## src/rtl/ir_scan_pkg.sv

```systemverilog
// ir_scan_pkg: shared types and the fixed A2D channel map for the IR line-sensor scheduler.
package ir_scan_pkg;

    typedef enum logic [2:0] {IDLE, SETTLE, CNV_L, WAIT_L, CNV_R, WAIT_R, NEXT} state_t;
    typedef enum logic [1:0] {IN, MID, OUT} pair_t;

    localparam logic [2:0] CH_IN_L  = 3'd1;
    localparam logic [2:0] CH_IN_R  = 3'd0;
    localparam logic [2:0] CH_MID_L = 3'd4;
    localparam logic [2:0] CH_MID_R = 3'd2;
    localparam logic [2:0] CH_OUT_L = 3'd3;
    localparam logic [2:0] CH_OUT_R = 3'd7;

    function automatic logic [2:0] pair_chnnl(pair_t p, logic rht);
        return rht ? (p == IN ? CH_IN_R : p == MID ? CH_MID_R : CH_OUT_R)
                   : (p == IN ? CH_IN_L : p == MID ? CH_MID_L : CH_OUT_L);
    endfunction

endpackage

```

## src/rtl/ir_scan_sched_if.sv

```systemverilog
// ir_scan_sched_if: conversion handshake between the scheduler (master) and the A2D interface (slave).
interface ir_scan_sched_if;
    logic        strt_cnv;
    logic [2:0]  chnnl;
    logic        cnv_cmplt;
    logic [11:0] res;
    modport master (output strt_cnv, chnnl, input cnv_cmplt, res);
    modport slave  (input strt_cnv, chnnl, output cnv_cmplt, res);
endinterface

```

## src/rtl/ir_scan_timer.sv

```systemverilog
// ir_scan_timer: loadable down-counter shared by the settle wait and the conversion timeout.
module ir_scan_timer #(
    parameter int W = 12
) (
    input  logic         clk,
    input  logic         rst_n,
    input  logic         load,
    input  logic [W-1:0] load_val,
    input  logic         en,
    output logic         zero
);
    logic [W-1:0] cnt_q, cnt_d;

    assign zero = cnt_q == '0;

    always_comb cnt_d = load ? load_val : (en && !zero) ? cnt_q - W'(1) : cnt_q;

    always_ff @(posedge clk or negedge rst_n)
        if (!rst_n) cnt_q <= '0;
        else cnt_q <= cnt_d;
endmodule

```

## src/rtl/ir_scan_sched.sv

```systemverilog
// ir_scan_sched: sequences the three IR emitter pairs, runs two A2D conversions per pair,
// and publishes a coherent six-sample set once per full scan.
module ir_scan_sched import ir_scan_pkg::*; #(
    parameter int SETTLE_CYC = 4096,
    parameter int TMO_CYC    = 1024
) (
    input  logic                   clk,
    input  logic                   rst_n,
    input  logic                   scan_en,
    ir_scan_sched_if.master        a2d,
    output logic                   IR_in_en,
    output logic                   IR_mid_en,
    output logic                   IR_out_en,
    output logic [11:0]            lft_in,
    output logic [11:0]            rht_in,
    output logic [11:0]            lft_mid,
    output logic [11:0]            rht_mid,
    output logic [11:0]            lft_out,
    output logic [11:0]            rht_out,
    output logic                   scan_done,
    output logic                   tmo_err
);
    localparam int TW = $clog2(SETTLE_CYC > TMO_CYC ? SETTLE_CYC : TMO_CYC);
    localparam logic [TW-1:0] SETTLE_LD = TW'(SETTLE_CYC - 1);
    localparam logic [TW-1:0] TMO_LD    = TW'(TMO_CYC - 1);

    state_t      state_q, state_d;
    pair_t       pair_q, pair_d;
    logic [2:0]  en_q, en_d;
    logic [11:0] sh_q [6];
    logic [11:0] sh_d [6];
    logic [11:0] out_q [6];
    logic [11:0] out_d [6];
    logic        tmo_err_q, tmo_err_d;
    logic        tmr_load, tmr_en, tmr_zero;
    logic [TW-1:0] tmr_val;
    logic        waiting, hit, rht;
    logic [2:0]  idx;

    ir_scan_timer #(.W(TW)) u_timer (
        .clk      (clk),
        .rst_n    (rst_n),
        .load     (tmr_load),
        .load_val (tmr_val),
        .en       (tmr_en),
        .zero     (tmr_zero)
    );

    assign tmr_en  = state_q inside {SETTLE, WAIT_L, WAIT_R};
    assign waiting = state_q inside {WAIT_L, WAIT_R};
    // A completion on the timeout cycle still counts as a real result.
    assign hit     = waiting && (a2d.cnv_cmplt || tmr_zero);
    assign rht     = state_q inside {CNV_R, WAIT_R};
    assign idx     = {pair_q, rht};

    always_ff @(posedge clk or negedge rst_n)
        if (!rst_n) begin
            state_q   <= IDLE;
            pair_q    <= IN;
            en_q      <= '0;
            sh_q      <= '{default: '0};
            out_q     <= '{default: '0};
            tmo_err_q <= 1'b0;
        end else begin
            state_q   <= state_d;
            pair_q    <= pair_d;
            en_q      <= en_d;
            sh_q      <= sh_d;
            out_q     <= out_d;
            tmo_err_q <= tmo_err_d;
        end

    always_comb begin
        state_d  = state_q;
        pair_d   = pair_q;
        tmr_load = 1'b0;
        tmr_val  = TMO_LD;
        case (state_q)
            IDLE: if (scan_en) begin
                state_d  = SETTLE;
                pair_d   = IN;
                tmr_load = 1'b1;
                tmr_val  = SETTLE_LD;
            end
            SETTLE: if (tmr_zero) state_d = CNV_L;
            CNV_L: begin
                state_d  = WAIT_L;
                tmr_load = 1'b1;
            end
            WAIT_L: if (hit) state_d = CNV_R;
            CNV_R: begin
                state_d  = WAIT_R;
                tmr_load = 1'b1;
            end
            WAIT_R: if (hit) state_d = NEXT;
            NEXT: begin
                tmr_load = 1'b1;
                tmr_val  = SETTLE_LD;
                pair_d   = pair_q == IN ? MID : pair_q == MID ? OUT : IN;
                state_d  = (pair_q != OUT || scan_en) ? SETTLE : IDLE;
            end
            default: state_d = IDLE;
        endcase
    end

    always_comb begin
        sh_d = sh_q;
        if (hit) sh_d[idx] = a2d.cnv_cmplt ? a2d.res : 12'h000;
        // Publish on the edge into NEXT(out) so the set and scan_done appear together.
        out_d         = (hit && rht && pair_q == OUT) ? sh_d : out_q;
        tmo_err_d     = tmo_err_q | (hit && !a2d.cnv_cmplt);
        en_d          = (state_d inside {IDLE, NEXT}) ? 3'b000 : 3'b001 << pair_d;
        a2d.strt_cnv  = state_q inside {CNV_L, CNV_R};
        a2d.chnnl     = (state_q inside {IDLE, SETTLE, NEXT}) ? 3'd0 : pair_chnnl(pair_q, rht);
        scan_done     = state_q == NEXT && pair_q == OUT;
    end

    assign {IR_out_en, IR_mid_en, IR_in_en} = en_q;
    assign lft_in  = out_q[0];
    assign rht_in  = out_q[1];
    assign lft_mid = out_q[2];
    assign rht_mid = out_q[3];
    assign lft_out = out_q[4];
    assign rht_out = out_q[5];
    assign tmo_err = tmo_err_q;
endmodule
```

## src/flat_wrapper.sv

```systemverilog
// flat-port wrapper written by rule: the top's interface ports become plain ports
module ir_scan_sched_flat import ir_scan_pkg::*;
#(
    parameter int SETTLE_CYC = 4096,
    parameter int TMO_CYC    = 1024
)
  (clk, rst_n, scan_en, IR_in_en, IR_mid_en, IR_out_en, lft_in, rht_in, lft_mid, rht_mid, lft_out, rht_out, scan_done, tmo_err, a2d_strt_cnv, a2d_chnnl, a2d_cnv_cmplt, a2d_res);
  ir_scan_sched_if a2d_i ();
  input  logic clk;
  input  logic rst_n;
  input  logic scan_en;
  output logic IR_in_en;
  output logic IR_mid_en;
  output logic IR_out_en;
  output logic [11:0] lft_in;
  output logic [11:0] rht_in;
  output logic [11:0] lft_mid;
  output logic [11:0] rht_mid;
  output logic [11:0] lft_out;
  output logic [11:0] rht_out;
  output logic scan_done;
  output logic tmo_err;
  output wire logic [$bits(a2d_i.strt_cnv)-1:0] a2d_strt_cnv;
  output wire logic [$bits(a2d_i.chnnl)-1:0] a2d_chnnl;
  input wire logic [$bits(a2d_i.cnv_cmplt)-1:0] a2d_cnv_cmplt;
  input wire logic [$bits(a2d_i.res)-1:0] a2d_res;
  assign a2d_strt_cnv = a2d_i.strt_cnv;
  assign a2d_chnnl = a2d_i.chnnl;
  assign a2d_i.cnv_cmplt = a2d_cnv_cmplt;
  assign a2d_i.res = a2d_res;
  ir_scan_sched #(.SETTLE_CYC(SETTLE_CYC), .TMO_CYC(TMO_CYC)) u_core (.clk(clk), .rst_n(rst_n), .scan_en(scan_en), .a2d(a2d_i), .IR_in_en(IR_in_en), .IR_mid_en(IR_mid_en), .IR_out_en(IR_out_en), .lft_in(lft_in), .rht_in(rht_in), .lft_mid(lft_mid), .rht_mid(rht_mid), .lft_out(lft_out), .rht_out(rht_out), .scan_done(scan_done), .tmo_err(tmo_err));
endmodule
```

## config.mk

```make
export PLATFORM = sky130hd
export DESIGN_NAME = ir_scan_sched_flat
export DESIGN_NICKNAME = d
export VERILOG_FILES = /design/src/rtl/ir_scan_pkg.sv /design/src/rtl/ir_scan_sched_if.sv /design/src/rtl/ir_scan_timer.sv /design/src/rtl/ir_scan_sched.sv /design/src/flat_wrapper.sv
export SDC_FILE = /design/constraint.sdc
export NUM_CORES = 1
export LEC_CHECK = 0
export ABC_AREA = 1
export BUFFER_PORTS_ARGS = -buffer_cell sky130_fd_sc_hd__buf_2
export CORE_MARGIN = 2
export CORE_UTILIZATION = 56
export DETAILED_ROUTE_END_ITERATION = 12
export PLACE_DENSITY = 0.84
export SLEW_MARGIN = 20
export SYNTH_ARGS = -nofsm -noshare
export SYNTH_HDL_FRONTEND = slang
export SYNTH_SLANG_ARGS = --single-unit
```

## constraint.sdc

```tcl
create_clock -name clk -period 2.1 [get_ports clk]
set_input_delay 0.105 -clock clk [delete_from_list [all_inputs] [get_ports clk]]
set_output_delay 0.105 -clock clk [all_outputs]
set_load 0.01 [all_outputs]
```

# Yosys cells after proc, flatten, opt, wreduce, memory -nomap -nowiden
# Index checks and enable logic that the tools add are counted.
# Widths: inputs -> output; s select.
# totals
ff_bits,165
input_bits,16
output_inout_bits,81
elab_cells,84
# op_classes
addsub,1
magnitude_cmp,2
n_eq_ne,10
shift,1
n_mux,28
bitwise,2
reduce_logical,23
# op_table
cell,n
$bwmux 72,1
$mux 72,1
$mux 12,5
$demux 12 s3,1
$mux 3,11
$pmux 12 s2,1
$pmux 3 s7,1
$eq 3x3->1 const B,4
$logic_not 12->1,1
$sub 12x1->12 const B,1
$reduce_bool 2->1,5
$logic_and 1x1->1,7
$eq 3x2->1 const B,2
$logic_not 3->1,2
$mux 2,3
$reduce_bool 3->1,2
$ge 4x4->1 const B,1
$lt 4x1->1 const B,1
$not 3->4,1
$pmux 2 s2,1
$eq 3x1->1 const B,1
$reduce_or 3->1,1
$shl 1x2->3 const A,1
$eq 2x1->1 const B,1
8 further kinds,11

# Depth between registers and ports, before layout
# logic_depth
ltp_word,9
ltp_mapped,14
mapped_depth_nobuf,13

# By module
# Synthesis repeated with hierarchy kept, for this count alone.
# unflattened
cells_unflattened,795
hier_area_um2,6826.5
# by_module_without_submodules
module,instances,cells_each,area_per_inst_um2
ir_scan_sched,1,660,5873.1
ir_scan_timer,1,135,953.4

# Least setup slack after synthesis
# OpenSTA, ideal clock, no wires.
# synth_path
path_kind,reg2reg
startpoint,register u_core.u_timer.cnt_q[0]
endpoint,"register u_core.out_q, in the netlist u_core.lft_mid[10]"
t_arrival_ps,1662
required_time_ps,1983
setup_slack_ps,321
stages_incl_launch_ff,14
n_path_buf,2
synth_period_minus_slack_ps,1779
cell_sequence,dfrtp_1 > inv_1 > ha_1 > nand2_2 > nor2_4 > nand2_2 > nand2_4 > nand2_2 > nor2_4 > inv_2 > buf_6 > buf_2 > nand2_1 > nand2_1
# synth_via
elab_chain_cells,5
# synth_lines
element,line_no,source
start: declaration,ir_scan_timer.sv:12,"logic [W-1:0] cnt_q, cnt_d;"
start signal: assignment,ir_scan_timer.sv:20,else cnt_q <= cnt_d;
$logic_not 12->1 (*),ir_scan_timer.sv:14,assign zero = cnt_q == '0;
$logic_or 1x1->1 (*),ir_scan_sched.sv:52,assign hit = waiting && (a2d.cnv_cmplt || tmr_zero);
$logic_and 1x1->1 (*),ir_scan_sched.sv:52,
$logic_and 1x1->1 (2 in series),ir_scan_sched.sv:110,out_d = (hit && rht && pair_q == OUT) ? sh_d : out_q;
end signal: assignment,ir_scan_sched.sv:69,out_q <= out_d;
end: declaration,ir_scan_sched.sv:32,logic [11:0] out_q [6];
# Mark *: on every way between the ends. The rest lies on a longest branch, timed or not.
# A chain may end at the register's enable or synchronous reset.

==> run summary <==
The number of design-rule violations left by the first detailed-router iteration is 437. The internal power component came out at 6.77 mW. Grouping stages by cell kind, the critical path spends the most delay in simple AND/OR/NAND/NOR gates. For this design, the slowest cell found on the critical path is dfrtp_1. Timing would allow up to 0.514 GHz. The total clock buffers created by CTS came out at 17. The type of the most critical hold path is input pin to flop. Of the total power, the clock network draws 33.2%.

The number of distinct standard cells referenced by the synthesized netlist came out at 27. The power per unit of standard cell area is 1300 nW/um2. The H-tree was split into 4 levels. Of the available clock period, the critical path in the final layout requires 92.7%. The initial antenna violation count is 0. The detailed-route via count came out at 5,446. The starting utilization of the core area is 56.7%. The switching power as a share of total power is 33.5%. The cell at the root of the clock tree is clkbuf_16. In this run the worst path has a maximum fanout of 12. STA classifies the critical path endpoint as a flop. The I/O pin count is 97. The width of the die came out at 111 um.

Data on the critical path is required at its endpoint by 2470 ps. The clock insertion delay at the later pin of the skew report is 430 ps. The arrival time at the worst endpoint came out at 2310 ps. No sink is reached through more buffers than the 2 on the longest clock path. The number of vias per cell is 5.31. The number of nets at the end of the flow is 887.

The maximum cell stage delay along the critical path came out at 410 ps. The share of the yosys chip area belonging to registers came out at 59.7%. The number of buffers added on ports came out at 96.

The start-to-end type of the worst setup path is flop to flop. The number of standard cells after synthesis came out at 758. The final count of hold timing violations is 0. The total global routing overflow is 0.

After clock tree synthesis, the clock-pin slew on the worst setup and hold paths is 60 ps. The overall power after layout came out at 10.2 mW. On the final layout, the worst clock skew is 8.33 ps. The combined buffer and inverter count along the critical path is 2. The signal on the critical path passes through inv_2 > ha_2 > nand2_2 > nor2_4 > nand2_2 > nand2_4 > nand2_4 > nor2_2 > buf_12 > nand2_1 > nand2_1 > nand2_1 > nand2_1. Across all hold checks on the routed design, the worst slack comes to 24.6 ps. The number of maximum-capacitance violations came out at 0. The routability-driven placement congestion ratio came out at 0.864. The final-report max-slew violation count came out at 0. The repair_antennas step left the layout with diodes totalling 0. Dividing the synthesized area by the synthesized cell count gives 8.47 um2. The number of global-route vias before repair is 5,238. The smallest setup slack after layout is 154 ps. The net load switching power is 3.42 mW. The worst-case setup slack after placement is 100 ps. The floorplan has 39 rows.

The first global-routing pass estimated 26.0 mm of wire. The routed wire length is 16.0 mm. The fraction of layout cells with a size suffix above 1 came out at 19.4%. TritonCTS built the clock tree. The clock sink count is 153. The worst slew margin relative to its limit is 65.7%. The run finished with clean final reports.

Setup repair after global routing left no endpoint under its margin. The total routing resource utilization after global routing came out at 27.2%. The total nets after synthesis came out at 775. The leakage power is 4.60 nW. The cell repeated most along the worst path is nand2_1.

The setup TNS after final layout is 0 ps. Before antenna repair, the detailed router went through 6 iterations. The final standard cell count with taps included and fillers excluded came out at 1,025. The sum of net half-perimeters after detailed placement is 10.2 mm. Entering global routing, the biggest net connects 64 pins. After layout, the minimum clock period comes to 1950 ps. The detail-routed net length per standard cell came out at 15.6 um. The die area came out at 12,300 um2. The number of cells after detailed placement came out at 983. The antenna violation net count after detailed routing came out at 0. For this run, the number of Yosys warnings is 0. After synthesis the netlist holds a flip-flop and latch count of 153. The number of setup violations in the final report came out at 0. The core region area is 11,300 um2. At the pin with the least slew margin, the transition time is 514 ps. The cell area after technology mapping is 6420 um2. Measured along the y axis, the die boundary spans 111 um. The worst setup path is launched from a flop.

VDD sags by at most 0.000626 V. The remaining routing DRC violations is 0. Compared with the post-synthesis result, the final layout area differs by 22.4%. Per report_power, the combinational group accounts for 25.7% of the total.

The sequential fraction of design power is 41.1%.
-- worst paths after layout --
kind,startpoint,cells past startpoint,to,slack (ps)
max,u_core.u_timer.cnt_q[0],13,u_core.rht_in[10],150
min,a2d_res[11],3,u_core.sh_q[23],20
max reg2reg,u_core.u_timer.cnt_q[0],13,u_core.rht_in[10],150
min reg2reg,u_core.sh_q[56],2,u_core.sh_q[56],470
max in group asynchronous,rst_n,3,u_core.lft_mid[10],1310
min in group asynchronous,rst_n,2,u_core.sh_q[65],60
-- synthesized netlist by cell type --
library cell / instances / area share [%]
nand3_2: 1 / 0.16
ha_1: 1 / 0.19
nor2_4: 5 / 0.88
dfrtp_1: 153 / 60
buf_4: 7 / 0.82
nor2_1: 26 / 1.5
nor2_2: 6 / 0.58
o211ai_1: 1 / 0.12
nand3b_1: 3 / 0.35
nand2_4: 2 / 0.35
buf_6: 5 / 0.88
inv_1: 41 / 2.4
nand2_2: 7 / 0.68
o22ai_1: 2 / 0.19
o21ai_1: 13 / 1.0
nand3_1: 18 / 1.4
inv_2: 6 / 0.35
nand4_1: 12 / 1.2
clkbuf_1: 5 / 0.29
inv_6: 1 / 0.14
o21ai_0: 9 / 0.70
o21bai_1: 2 / 0.23
buf_2: 12 / 0.94
a21oi_1: 11 / 0.86
nand2_1: 405 / 24
xor2_1: 2 / 0.27
nor3_1: 2 / 0.16
-- flip-flops by register name (all words and copies together) (netlist names) --
signal and cells:
u_core.en_q 3, u_core.lft_in 12, u_core.lft_mid 12, u_core.lft_out 12, u_core.pair_q 2, u_core.rht_in 12, u_core.rht_mid 12, u_core.rht_out 12
u_core.sh_q 60, u_core.state_q 3, u_core.tmo_err 1, u_core.u_timer.cnt_q 12
-- layer usage --
layer	part of all wire, %	GRT usage (%)	vias up
met5	0	0	-
met4	2.2	9.30	0
met3	8.4	8.37	33
met2	47	42.6	252
met1	42	36.7	2606
li1	-	-	2555
-- cells by family after synthesis --
group	Yosys count	synth area share, %
and+or+nand+nor	487	30.9
DFF	153	59.7
buffers and inverters	77	5.81
AOI/OAI and AO/OA	38	3.12
xor gates and xnor gates	2	0.273
adders and majority gates	1	0.195
-- layout by cell type (no fill, tap or decap), types with 2 or more instances in the layout --
cell type / Yosys / final
inv_1: 41 / 40
dfrtp_1: 153 / 153
nand4_1: 12 / 12
clkinvlp_4: 0 / 2
xor2_1: 2 / 2
nor2_4: 5 / 6
o21bai_1: 2 / 2
clkbuf_16: 0 / 17
o21ai_1: 13 / 13
inv_6: 1 / 3
bufinv_16: 0 / 5
a21oi_1: 11 / 11
nand2_4: 2 / 6
nor2_2: 6 / 5
o21ai_0: 9 / 9
nand2_1: 405 / 405
nand3_1: 18 / 18
buf_6: 5 / 2
nor2_1: 26 / 26
buf_2: 12 / 95
buf_4: 7 / 10
buf_12: 0 / 4
nand2_2: 7 / 3
inv_2: 6 / 7
o22ai_1: 2 / 2
nand3b_1: 3 / 3
nor3_1: 2 / 2
dlygate4sd3_1: 0 / 11
-- cell type report --
class / count / area, um2
clock buffer: 18 / 429
fill: 852 / 3470
inverter: 48 / 193
multi-input combinational: 528 / 2240
sequential: 153 / 3830
clock inverter: 13 / 216
timing repair buffer: 122 / 763
tap: 143 / 179
-- per-stage QoR --
stage                     instance area, um2  utilization, %
after floorplan                         6420               -
after global placement                  7060            62.3
after detailed placement                7060            62.3
after CTS                               7810            69.0
after global routing                    7850            69.4
final                                   7850            69.4
-- power by group through the flow --
stage / sequential, mW / clock, mW / combinational (mW)
2_1_floorplan: 4.24 / 0 / 1.60
3_3_place_gp: 4.18 / 0 / 2.42
3_5_place_dp: 4.20 / 0 / 2.51
4_1_cts: 4.17 / 3.39 / 2.57
5_1_grt: 4.25 / 3.55 / 2.95
6_report: 4.19 / 3.38 / 2.62
-- worst register-to-register path, delay by kind of cell (launching register included) --
kind	cells	cell delay, ps
AND/OR/NAND/NOR	10	1050
flip-flops	1	410
buffers and inverters	2	230
adder cells (fa/ha/maj)	1	200
-- what timing repair did --
item	4_1_cts	5_1_grt
endpoints found under the hold margin	163	0
gates resized for setup	0	10
hold buffers	11	0
endpoints found under the setup margin	0	62
buffers inserted	0	0
No activity file was read; power rests on OpenSTA's default activity.
